===== src/rtl/r_cpu_pkg.sv =====
// Shared definitions for the R-format CPU controller: FSM states, ALU op codes,
// opcode and funct values.
package r_cpu_pkg;

   localparam int ALU_OP_W = 4;

   typedef enum logic [2:0] {
      S_IF   = 3'd0,
      S_ID   = 3'd1,
      S_EX   = 3'd2,
      S_WB   = 3'd3,
      S_HALT = 3'd4
   } state_t;

   localparam logic [5:0] OPC_RTYPE = 6'h00;

   localparam logic [5:0] FN_SLLV = 6'h04;
   localparam logic [5:0] FN_ADD  = 6'h20;
   localparam logic [5:0] FN_ADDU = 6'h21;
   localparam logic [5:0] FN_SUB  = 6'h22;
   localparam logic [5:0] FN_SUBU = 6'h23;
   localparam logic [5:0] FN_AND  = 6'h24;
   localparam logic [5:0] FN_OR   = 6'h25;
   localparam logic [5:0] FN_XOR  = 6'h26;
   localparam logic [5:0] FN_NOR  = 6'h27;
   localparam logic [5:0] FN_SLT  = 6'h2A;
   localparam logic [5:0] FN_SLTU = 6'h2B;

   localparam logic [ALU_OP_W-1:0] ALU_AND  = 4'd0;
   localparam logic [ALU_OP_W-1:0] ALU_OR   = 4'd1;
   localparam logic [ALU_OP_W-1:0] ALU_XOR  = 4'd2;
   localparam logic [ALU_OP_W-1:0] ALU_NOR  = 4'd3;
   localparam logic [ALU_OP_W-1:0] ALU_ADD  = 4'd4;
   localparam logic [ALU_OP_W-1:0] ALU_SUB  = 4'd5;
   localparam logic [ALU_OP_W-1:0] ALU_SLT  = 4'd6;
   localparam logic [ALU_OP_W-1:0] ALU_SLTU = 4'd7;
   localparam logic [ALU_OP_W-1:0] ALU_SLLV = 4'd8;
   localparam logic [ALU_OP_W-1:0] ALU_ADDU = 4'd9;
   localparam logic [ALU_OP_W-1:0] ALU_SUBU = 4'd10;

endpackage


===== src/rtl/r_cpu_decode.sv =====
// Combinational R-format decoder: opcode/funct to ALU op code and legality.
// Unsupported encodings give ALU op 0 with legal low.
module r_cpu_decode
   import r_cpu_pkg::*;
(
   input  logic [5:0]          opcode,
   input  logic [5:0]          funct,
   output logic [ALU_OP_W-1:0] alu_op,
   output logic                legal
);

   always_comb begin
      alu_op = ALU_AND;
      legal  = (opcode == OPC_RTYPE);
      case (funct)
         FN_ADD:  alu_op = ALU_ADD;
         FN_ADDU: alu_op = ALU_ADDU;
         FN_SUB:  alu_op = ALU_SUB;
         FN_SUBU: alu_op = ALU_SUBU;
         FN_AND:  alu_op = ALU_AND;
         FN_OR:   alu_op = ALU_OR;
         FN_XOR:  alu_op = ALU_XOR;
         FN_NOR:  alu_op = ALU_NOR;
         FN_SLT:  alu_op = ALU_SLT;
         FN_SLTU: alu_op = ALU_SLTU;
         FN_SLLV: alu_op = ALU_SLLV;
         default: legal  = 1'b0;
      endcase
      if (!legal)
         alu_op = ALU_AND;
   end

endmodule


===== src/rtl/r_cpu_ctrl.sv =====
// Multi-cycle IF/ID/EX/WB controller with retired-instruction counter.
// R_CTRL_ILLEGAL_TRAP_EN: halt on illegal instruction instead of treating it as a NOP.
module r_cpu_ctrl #(
   parameter int RET_CNT_W = 16,
   parameter int ALU_OP_W  = 4
) (
   input  logic                 clk,
   input  logic                 rst,
   input  logic [31:0]          ir,
   input  logic                 imem_rdy,
   output logic                 imem_req,
   output logic                 ir_we,
   output logic                 ab_we,
   output logic                 f_we,
   output logic                 flag_we,
   output logic                 rf_we,
   output logic                 pc_we,
   output logic [ALU_OP_W-1:0]  alu_op,
   output logic                 illegal,
   output logic [RET_CNT_W-1:0] retired
);
   import r_cpu_pkg::*;

   // state  | meaning
   // S_IF   | fetch request, wait for imem_rdy, load IR
   // S_ID   | latch A/B operands
   // S_EX   | ALU op valid, latch F and flags
   // S_WB   | register write (rd != 0), PC+4, retire
   // S_HALT | trapped on illegal instruction, exit only by rst

   state_t                        r_state, w_next;
   logic [RET_CNT_W-1:0]          r_retired;
   logic                          r_illegal;
   logic [r_cpu_pkg::ALU_OP_W-1:0] w_dec_alu;
   logic                          w_legal;
   logic                          w_rd_nz;
   logic                          w_retire, w_set_ill;
   logic                          w_req, w_ir_we, w_ab_we, w_f_we, w_flag_we, w_rf_we, w_pc_we;
   logic [ALU_OP_W-1:0]           w_alu;
   logic                          w_unused;

   assign w_rd_nz  = (ir[15:11] != 5'd0);
   assign w_unused = ^{ir[25:16], ir[10:6]};

   r_cpu_decode u_decode (
      .opcode (ir[31:26]),
      .funct  (ir[5:0]),
      .alu_op (w_dec_alu),
      .legal  (w_legal)
   );

   always_ff @(posedge clk) begin
      if (rst) begin
         r_state   <= S_IF;
         r_retired <= '0;
         r_illegal <= 1'b0;
      end else begin
         r_state <= w_next;
         if (w_retire)
            r_retired <= r_retired + RET_CNT_W'(1);
         if (w_set_ill)
            r_illegal <= 1'b1;
      end
   end

   always_comb begin
      w_next    = r_state;
      w_req     = 1'b0;
      w_ir_we   = 1'b0;
      w_ab_we   = 1'b0;
      w_f_we    = 1'b0;
      w_flag_we = 1'b0;
      w_rf_we   = 1'b0;
      w_pc_we   = 1'b0;
      w_alu     = '0;
      w_retire  = 1'b0;
      w_set_ill = 1'b0;
      case (r_state)
         S_IF: begin
            w_req = 1'b1;
            if (imem_rdy) begin
               w_ir_we = 1'b1;
               w_next  = S_ID;
            end
         end
         S_ID: begin
            w_ab_we = 1'b1;
            w_next  = S_EX;
         end
         S_EX: begin
            w_alu     = ALU_OP_W'(w_dec_alu);
            w_f_we    = 1'b1;
            w_flag_we = 1'b1;
            w_next    = S_WB;
         end
         S_WB: begin
            w_set_ill = ~w_legal;
`ifdef R_CTRL_ILLEGAL_TRAP_EN
            if (w_legal) begin
               w_pc_we  = 1'b1;
               w_rf_we  = w_rd_nz;
               w_retire = 1'b1;
               w_next   = S_IF;
            end else begin
               w_next = S_HALT;
            end
`else
            w_pc_we  = 1'b1;
            w_rf_we  = w_legal & w_rd_nz;
            w_retire = 1'b1;
            w_next   = S_IF;
`endif
         end
         S_HALT: w_next = S_HALT;
         default: w_next = S_IF;
      endcase
   end

   // Reset gates every output combinationally, so an aborted WB never writes.
   assign imem_req = w_req & ~rst;
   assign ir_we    = w_ir_we & ~rst;
   assign ab_we    = w_ab_we & ~rst;
   assign f_we     = w_f_we & ~rst;
   assign flag_we  = w_flag_we & ~rst;
   assign rf_we    = w_rf_we & ~rst;
   assign pc_we    = w_pc_we & ~rst;
   assign alu_op   = rst ? '0 : w_alu;
   assign illegal  = r_illegal & ~rst;
   assign retired  = rst ? '0 : r_retired;

endmodule


===== config.mk =====
export PLATFORM = sky130hd
export DESIGN_NAME = r_cpu_ctrl
export DESIGN_NICKNAME = d
export VERILOG_FILES = /design/src/rtl/r_cpu_pkg.sv /design/src/rtl/r_cpu_decode.sv /design/src/rtl/r_cpu_ctrl.sv
export SDC_FILE = /design/constraint.sdc
export NUM_CORES = 1
export LEC_CHECK = 0
export CORE_AREA = 2 2 57 59
export CTS_CLUSTER_DIAMETER = 50
export DETAILED_ROUTE_END_ITERATION = 12
export DIE_AREA = 0 0 59 61
export PLACE_DENSITY = 0.88
export SYNTH_ARGS = -nofsm -noshare
export SYNTH_HDL_FRONTEND = slang
export SYNTH_HIERARCHICAL = 1
export SYNTH_SLANG_ARGS = --single-unit

===== constraint.sdc =====
create_clock -name clk -period 3.8 [get_ports clk]
set_input_delay 0.38 -clock clk [delete_from_list [all_inputs] [get_ports clk]]
set_output_delay 0.38 -clock clk [all_outputs]
set_load 0.01 [all_outputs]

* After elaboration in Yosys (flattened, before gate mapping)
Index checks and enable logic that the tools add are counted.
** Word-level totals
- Bits in registers :: 20
- Input bits :: 35
- Output and inout port bits :: 28
- Word-level logic and storage cells :: 50
** Cells by class
- Add/subtract/negate cells :: 1
- Equality and inequality tests :: 16
- Mux-type cells :: 16
- Bitwise gates (word level) :: 10
- Reduce and logical (&&, ||, !) cells :: 4
** Operators with widths (count)
- 6-bit == test (second input constant) :: 10
- 4-bit one-hot mux with 10 select lines :: 1
- 16-bit by 1-bit adder with 16-bit output (second input constant) :: 1
- 16-bit two-way mux :: 1
- 4-bit two-way mux :: 3
- 3-bit one-hot mux with 4 select lines :: 1
- 11-bit OR reduction :: 1
- 1-bit two-way mux :: 9
- 1-bit bitwise AND :: 8
- 3-bit by 2-bit == test with 1-bit output (second input constant) :: 2
- 6-bit by 3-bit == test with 1-bit output (second input constant) :: 1
- 6-bit logical NOT :: 1
- 5-bit nonzero test :: 1
- 3-bit by 1-bit == test with 1-bit output (second input constant) :: 1
- 3-bit == test (second input constant) :: 1
- 3-bit logical NOT :: 1
- 3-bit two-way mux :: 1
- 2-bit inequality test (second input constant) :: 1
- 1-bit NOT :: 2

* Longest topological paths before layout
- Word-level depth :: 6
- Gate-level depth with buffers :: 5
- Depth with buffers taken out :: 5

* By module
Netlist, hierarchy kept.
** Modules (own cells, without submodules)
- r_cpu_ctrl :: instances 1, cells an instance 125, area each 1069.8 µm²
- r_cpu_decode :: instances 1, cells an instance 22, area each 165.2 µm²

* Worst setup path before layout
Ideal clock, no wire load.
- Path kind :: input port to output port
- Start point :: in ir[29]
- End point :: out alu_op[1]
- Arrival :: 1.396 ns
- Required time :: 3.420 ns
- Setup slack :: 2.024 ns
- Stages :: 4
- Buffers on the path :: 0
- Cells stage by stage :: nor4_4 > o2111ai_2 > a2111oi_2 > and3_1
** Between the ends
- Word-level cells in the longest chain between the ends :: 5
** RTL lines
- start, declared :: line r_cpu_ctrl.sv:9 : input logic [31:0] ir,
- 6-bit logical NOT :: line r_cpu_decode.sv:14 : legal = (opcode == OPC_RTYPE);
- 1-bit two-way mux :: line r_cpu_decode.sv:15 : case (funct)
- 4-bit two-way mux :: line r_cpu_decode.sv:29 : if (!legal)
- via w_dec_alu, one bit :: line r_cpu_ctrl.sv:34 : logic [r_cpu_pkg::ALU_OP_W-1:0] w_dec_alu;
- 4-bit two-way mux :: line r_cpu_ctrl.sv:78 : case (r_state)
- 4-bit two-way mux :: line r_cpu_ctrl.sv:127 : assign alu_op = rst ? '0 : w_alu;
- end, declared :: line r_cpu_ctrl.sv:18 : output logic [ALU_OP_W-1:0] alu_op,
The timed path passes the listed nets, and every way through them passes these cells.

* Worst setup path after layout
- Start point :: in ir[2]
- End point :: out rf_we
** Between the ends
- Word-level cells in the longest chain between the ends :: 6
- Elaborated cells between the ends (all ways) :: 16
- Those cells by class :: eq/ne (11); mux (2); bitwise (2); reduce/logical (1)
** RTL lines
- 6-bit == test / 6-bit by 3-bit == test with 1-bit output (equally long branches) :: line r_cpu_decode.sv:15
- 11-bit OR reduction (no source line) *
- 1-bit two-way mux * :: line r_cpu_decode.sv:15
- via w_legal :: line r_cpu_ctrl.sv:35 : logic w_legal;
- 1-bit bitwise AND * :: line r_cpu_ctrl.sv:109 : w_rf_we = w_legal & w_rd_nz;
- 1-bit two-way mux * :: line r_cpu_ctrl.sv:78
- 1-bit bitwise AND * :: line r_cpu_ctrl.sv:125 : assign rf_we = w_rf_we & ~rst;
- end, declared :: line r_cpu_ctrl.sv:16 : output logic rf_we,
Mark *: on every way through the listed nets, which the timed path passes. The rest lies on a longest branch.

==> impl_results.md <==
* Status: finished, final reports clean
* Min Hold Slack at 0.5334 ns
* # IOs at 63
* GPL Wtd Cong at 0.7798
* Remaining antenna violation count at 0
* DRC viols at 0
* Flops & latches, synth at 20
* Post-CTS setup buffers at 0
* CP arrival at 2.46 ns
* PortBufs at 47
* Layout cells sized above 1 at 7.813%
* Setup Skew at 0.009519 ns
* ANT cells at 0
* CTS root buffer: clkbuf_4
* Worst Tran Pin Value at 0.4275 ns
* Core ar. at 2953 um2
* Post-Route WL at 2658 um
* CTS max path bufs at 2
* Initial antenna violation count at 0
* Design area at 1757 um2
* Initial DRC Count at 38
* Seq/Total Area, Yosys at 32.42%
* Final Non-Filler Cells at 225
* First-pass GRT wire length at 4450 um
* Vias in the first global route at 1054
* FMAX at 351.8 MHz
* Skew-Pair Late Insertion Delay at 0.30 ns
* Fill count at 255
* Setup crit end kind: primary output
* Area Growth Syn to Fin at 42.25%
* Count of cell types in the netlist at 37
* Yosys warns at 6
* CP dominant cell by count: clkdlybuf4s50_1
* Post-cts gate resize count at 0
* DP Wirelength at 2080 um
* Worst rel slew slack at 71.46%
* Total Routing Usage GR at 16.05%
* CP max stage cell: clkdlybuf4s50_1
* Avg Inst Size Synth at 8.401 um2
* Num rows at 20
* Placement Cell Area at 1720 um2
* Max-Cap Viols at 0
* Lkg Pwr at 0.0006225 uW
* Die area at 3599 um2
* TritonCTS clock tree: built
* Power Density at 230.8 nW/um2
* CP required at 3.42 ns
* Total gr overflow at 0
* Num CTS Buffers at 3
* Max IR drop VDD at 0.0002278 V
* Worst-path maximum fanout at 7
* Total Neg Setup Slack at 0 ns
* Setup-failing EPs final at 0
* Avg Vias per Cell at 5.156
* Die width at 59 um
* # H-tree levels at 1
* CTS sink cnt at 20
* RSZ-0062 raised after global routing: no
* Synth Cell Area at 1235 um2
* Final hold vios at 0
* Slew Limit Fails at 0
* Die height at 61 um
* Final Net Count at 229
* Starting density of the core at 41.82%
* Placed cells at 221
* Clk slew on worst S/H paths at 0.10 ns
* Max incr delay on CP at 0.60 ns
* WL per Instance at 11.81 um
* Routed vias at 1160
* Hold_buf cts at 0
* First-pass DRT Iterations at 4
* Critical Path Start Type: input port
* Setup CP Type: in2out
* Cells after Synth at 147
* Cell Chain, Critical Path: clkdlybuf4s50_1, inv_1, or4_1, a21oi_1, o311a_1, clkdlybuf4s50_1
* Fin crit period at 2.843 ns
* Largest net degree at the start of global routing at 35
* HP Class: reg2reg
* Syn nets at 183
* Tcrit/Tclk final at 74.81%
## worst paths after layout
path,start,to,slack [ns],cells after the start
worst max-delay path,ir[2],rf_we,0.96,6
worst max register to register,r_state[1]$_SDFFE_PP0P_,r_retired[14]$_SDFFE_PP0N_,2.02,4
worst min register to register,r_state[2]$_SDFFE_PP0P_,r_state[2]$_SDFFE_PP0P_,0.53,1
worst min-delay path,r_state[2]$_SDFFE_PP0P_,r_state[2]$_SDFFE_PP0P_,0.53,1
## flip-flops by register name, summed over array words and instances, names as in the netlist
name       count
r_retired     16
r_state        3
r_illegal      1
## synth_stat cells
cell type | n | area (um2)
a2111oi_2 | 1 | 15.01
a21oi_1 | 5 | 25.02
a31oi_1 | 1 | 6.260
and2_1 | 2 | 12.51
and3_1 | 5 | 31.28
and3b_1 | 1 | 8.760
buf_4 | 2 | 15.01
clkbuf_1 | 5 | 18.77
dfxtp_1 | 20 | 400.4
ha_1 | 1 | 12.51
inv_1 | 5 | 18.77
mux2_1 | 3 | 33.78
nand2_1 | 5 | 18.77
nand2b_1 | 1 | 6.260
nand3_1 | 5 | 25.02
nand3b_1 | 1 | 7.510
nand4_1 | 2 | 12.51
nand4_2 | 1 | 12.51
nand4_4 | 1 | 21.27
nor2_1 | 20 | 75.07
nor2b_1 | 16 | 100.1
nor3_1 | 9 | 45.04
nor3_4 | 1 | 16.27
nor3b_1 | 2 | 15.01
nor4_1 | 2 | 12.51
nor4_2 | 1 | 12.51
nor4_4 | 2 | 42.54
nor4b_1 | 2 | 17.52
o2111ai_2 | 1 | 15.01
o21a_1 | 1 | 7.510
o21ai_0 | 4 | 20.02
o311a_1 | 1 | 10.01
or2_2 | 2 | 12.51
or3_1 | 3 | 18.77
or4_1 | 1 | 7.510
xnor2_1 | 11 | 96.34
xor2_1 | 1 | 8.760
## final cells by class
class                   count  area [um2]  area share (%)
clock buffers               4       36.28           2.066
repair buffers             48       478.0           27.21
inverters                   5       18.77           1.068
well taps                  33       41.29           2.350
flip-flops and latches     20       400.4           22.79
multi-input cells         115       782.0           44.52
## power breakdown
group	internal, uW	total, uW	switching [uW]	leakage, uW
Sequential	213	220	7.62	0.000162
Combinational	35.8	63.0	27.2	0.000440
Clock	58.5	122	63.5	0.0000210
Total	307	405	98.3	0.000623
## worst max-delay path: cells and delay by family
kind,cells,cell delay [ns]
buffers and inverters,3,1.22
and+or+nand+nor,1,0.46
AOI/OAI and AO/OA,2,0.40
## metal layers
metal | vias up | routed length, um | share of wire, % | track usage (%)
met1 | 514 | 1228 | 46 | 20.21
met3 | 4 | 149 | 5.6 | 4.478
met2 | 41 | 1230 | 46 | 26.35
met5 | - | 0 | 0 | 0
li1 | 601 | - | - | -
met4 | 0 | 49 | 1.8 | 5.844
## placed cells by master (no fill, tap or decap), types with 3 or more instances in the layout
cell	n
clkdlybuf4s50_1	47
nor2_1	20
dfxtp_1	20
nor2b_1	16
xnor2_1	11
nor3_1	9
inv_1	5
and3_1	5
nand2_1	5
nand3_1	5
a21oi_1	5
o21ai_0	4
or3_1	3
mux2_1	3
clkbuf_4	3
## metrics by stage
step / utilization (%) / total power, uW / setup slack [ns]
3_5_place_dp: 58.26 / 288.4 / 0.9596
6_report: 59.49 / 405.4 / 0.9572
2_1_floorplan: - / 250.9 / 2.024
5_1_grt: 59.49 / 428.6 / 0.8649
3_3_place_gp: 58.26 / 286.6 / 0.9537
4_1_cts: 59.49 / 409.7 / 0.9452
## cell families (layout without fill, tap and decap cells)
| kind of cell | Yosys count | count (layout) | synth area share, % |
|---|---|---|---|
| simple gates | 85 | 85 | 43.06 |
| flops | 20 | 20 | 32.42 |
| compound gates | 14 | 14 | 8.004 |
| xor+xnor | 12 | 12 | 8.511 |
| buf+inv | 12 | 57 | 4.255 |
| mux | 3 | 3 | 2.735 |
| fa+ha+maj | 1 | 1 | 1.013 |
No activity file was read; power rests on OpenSTA's default activity.
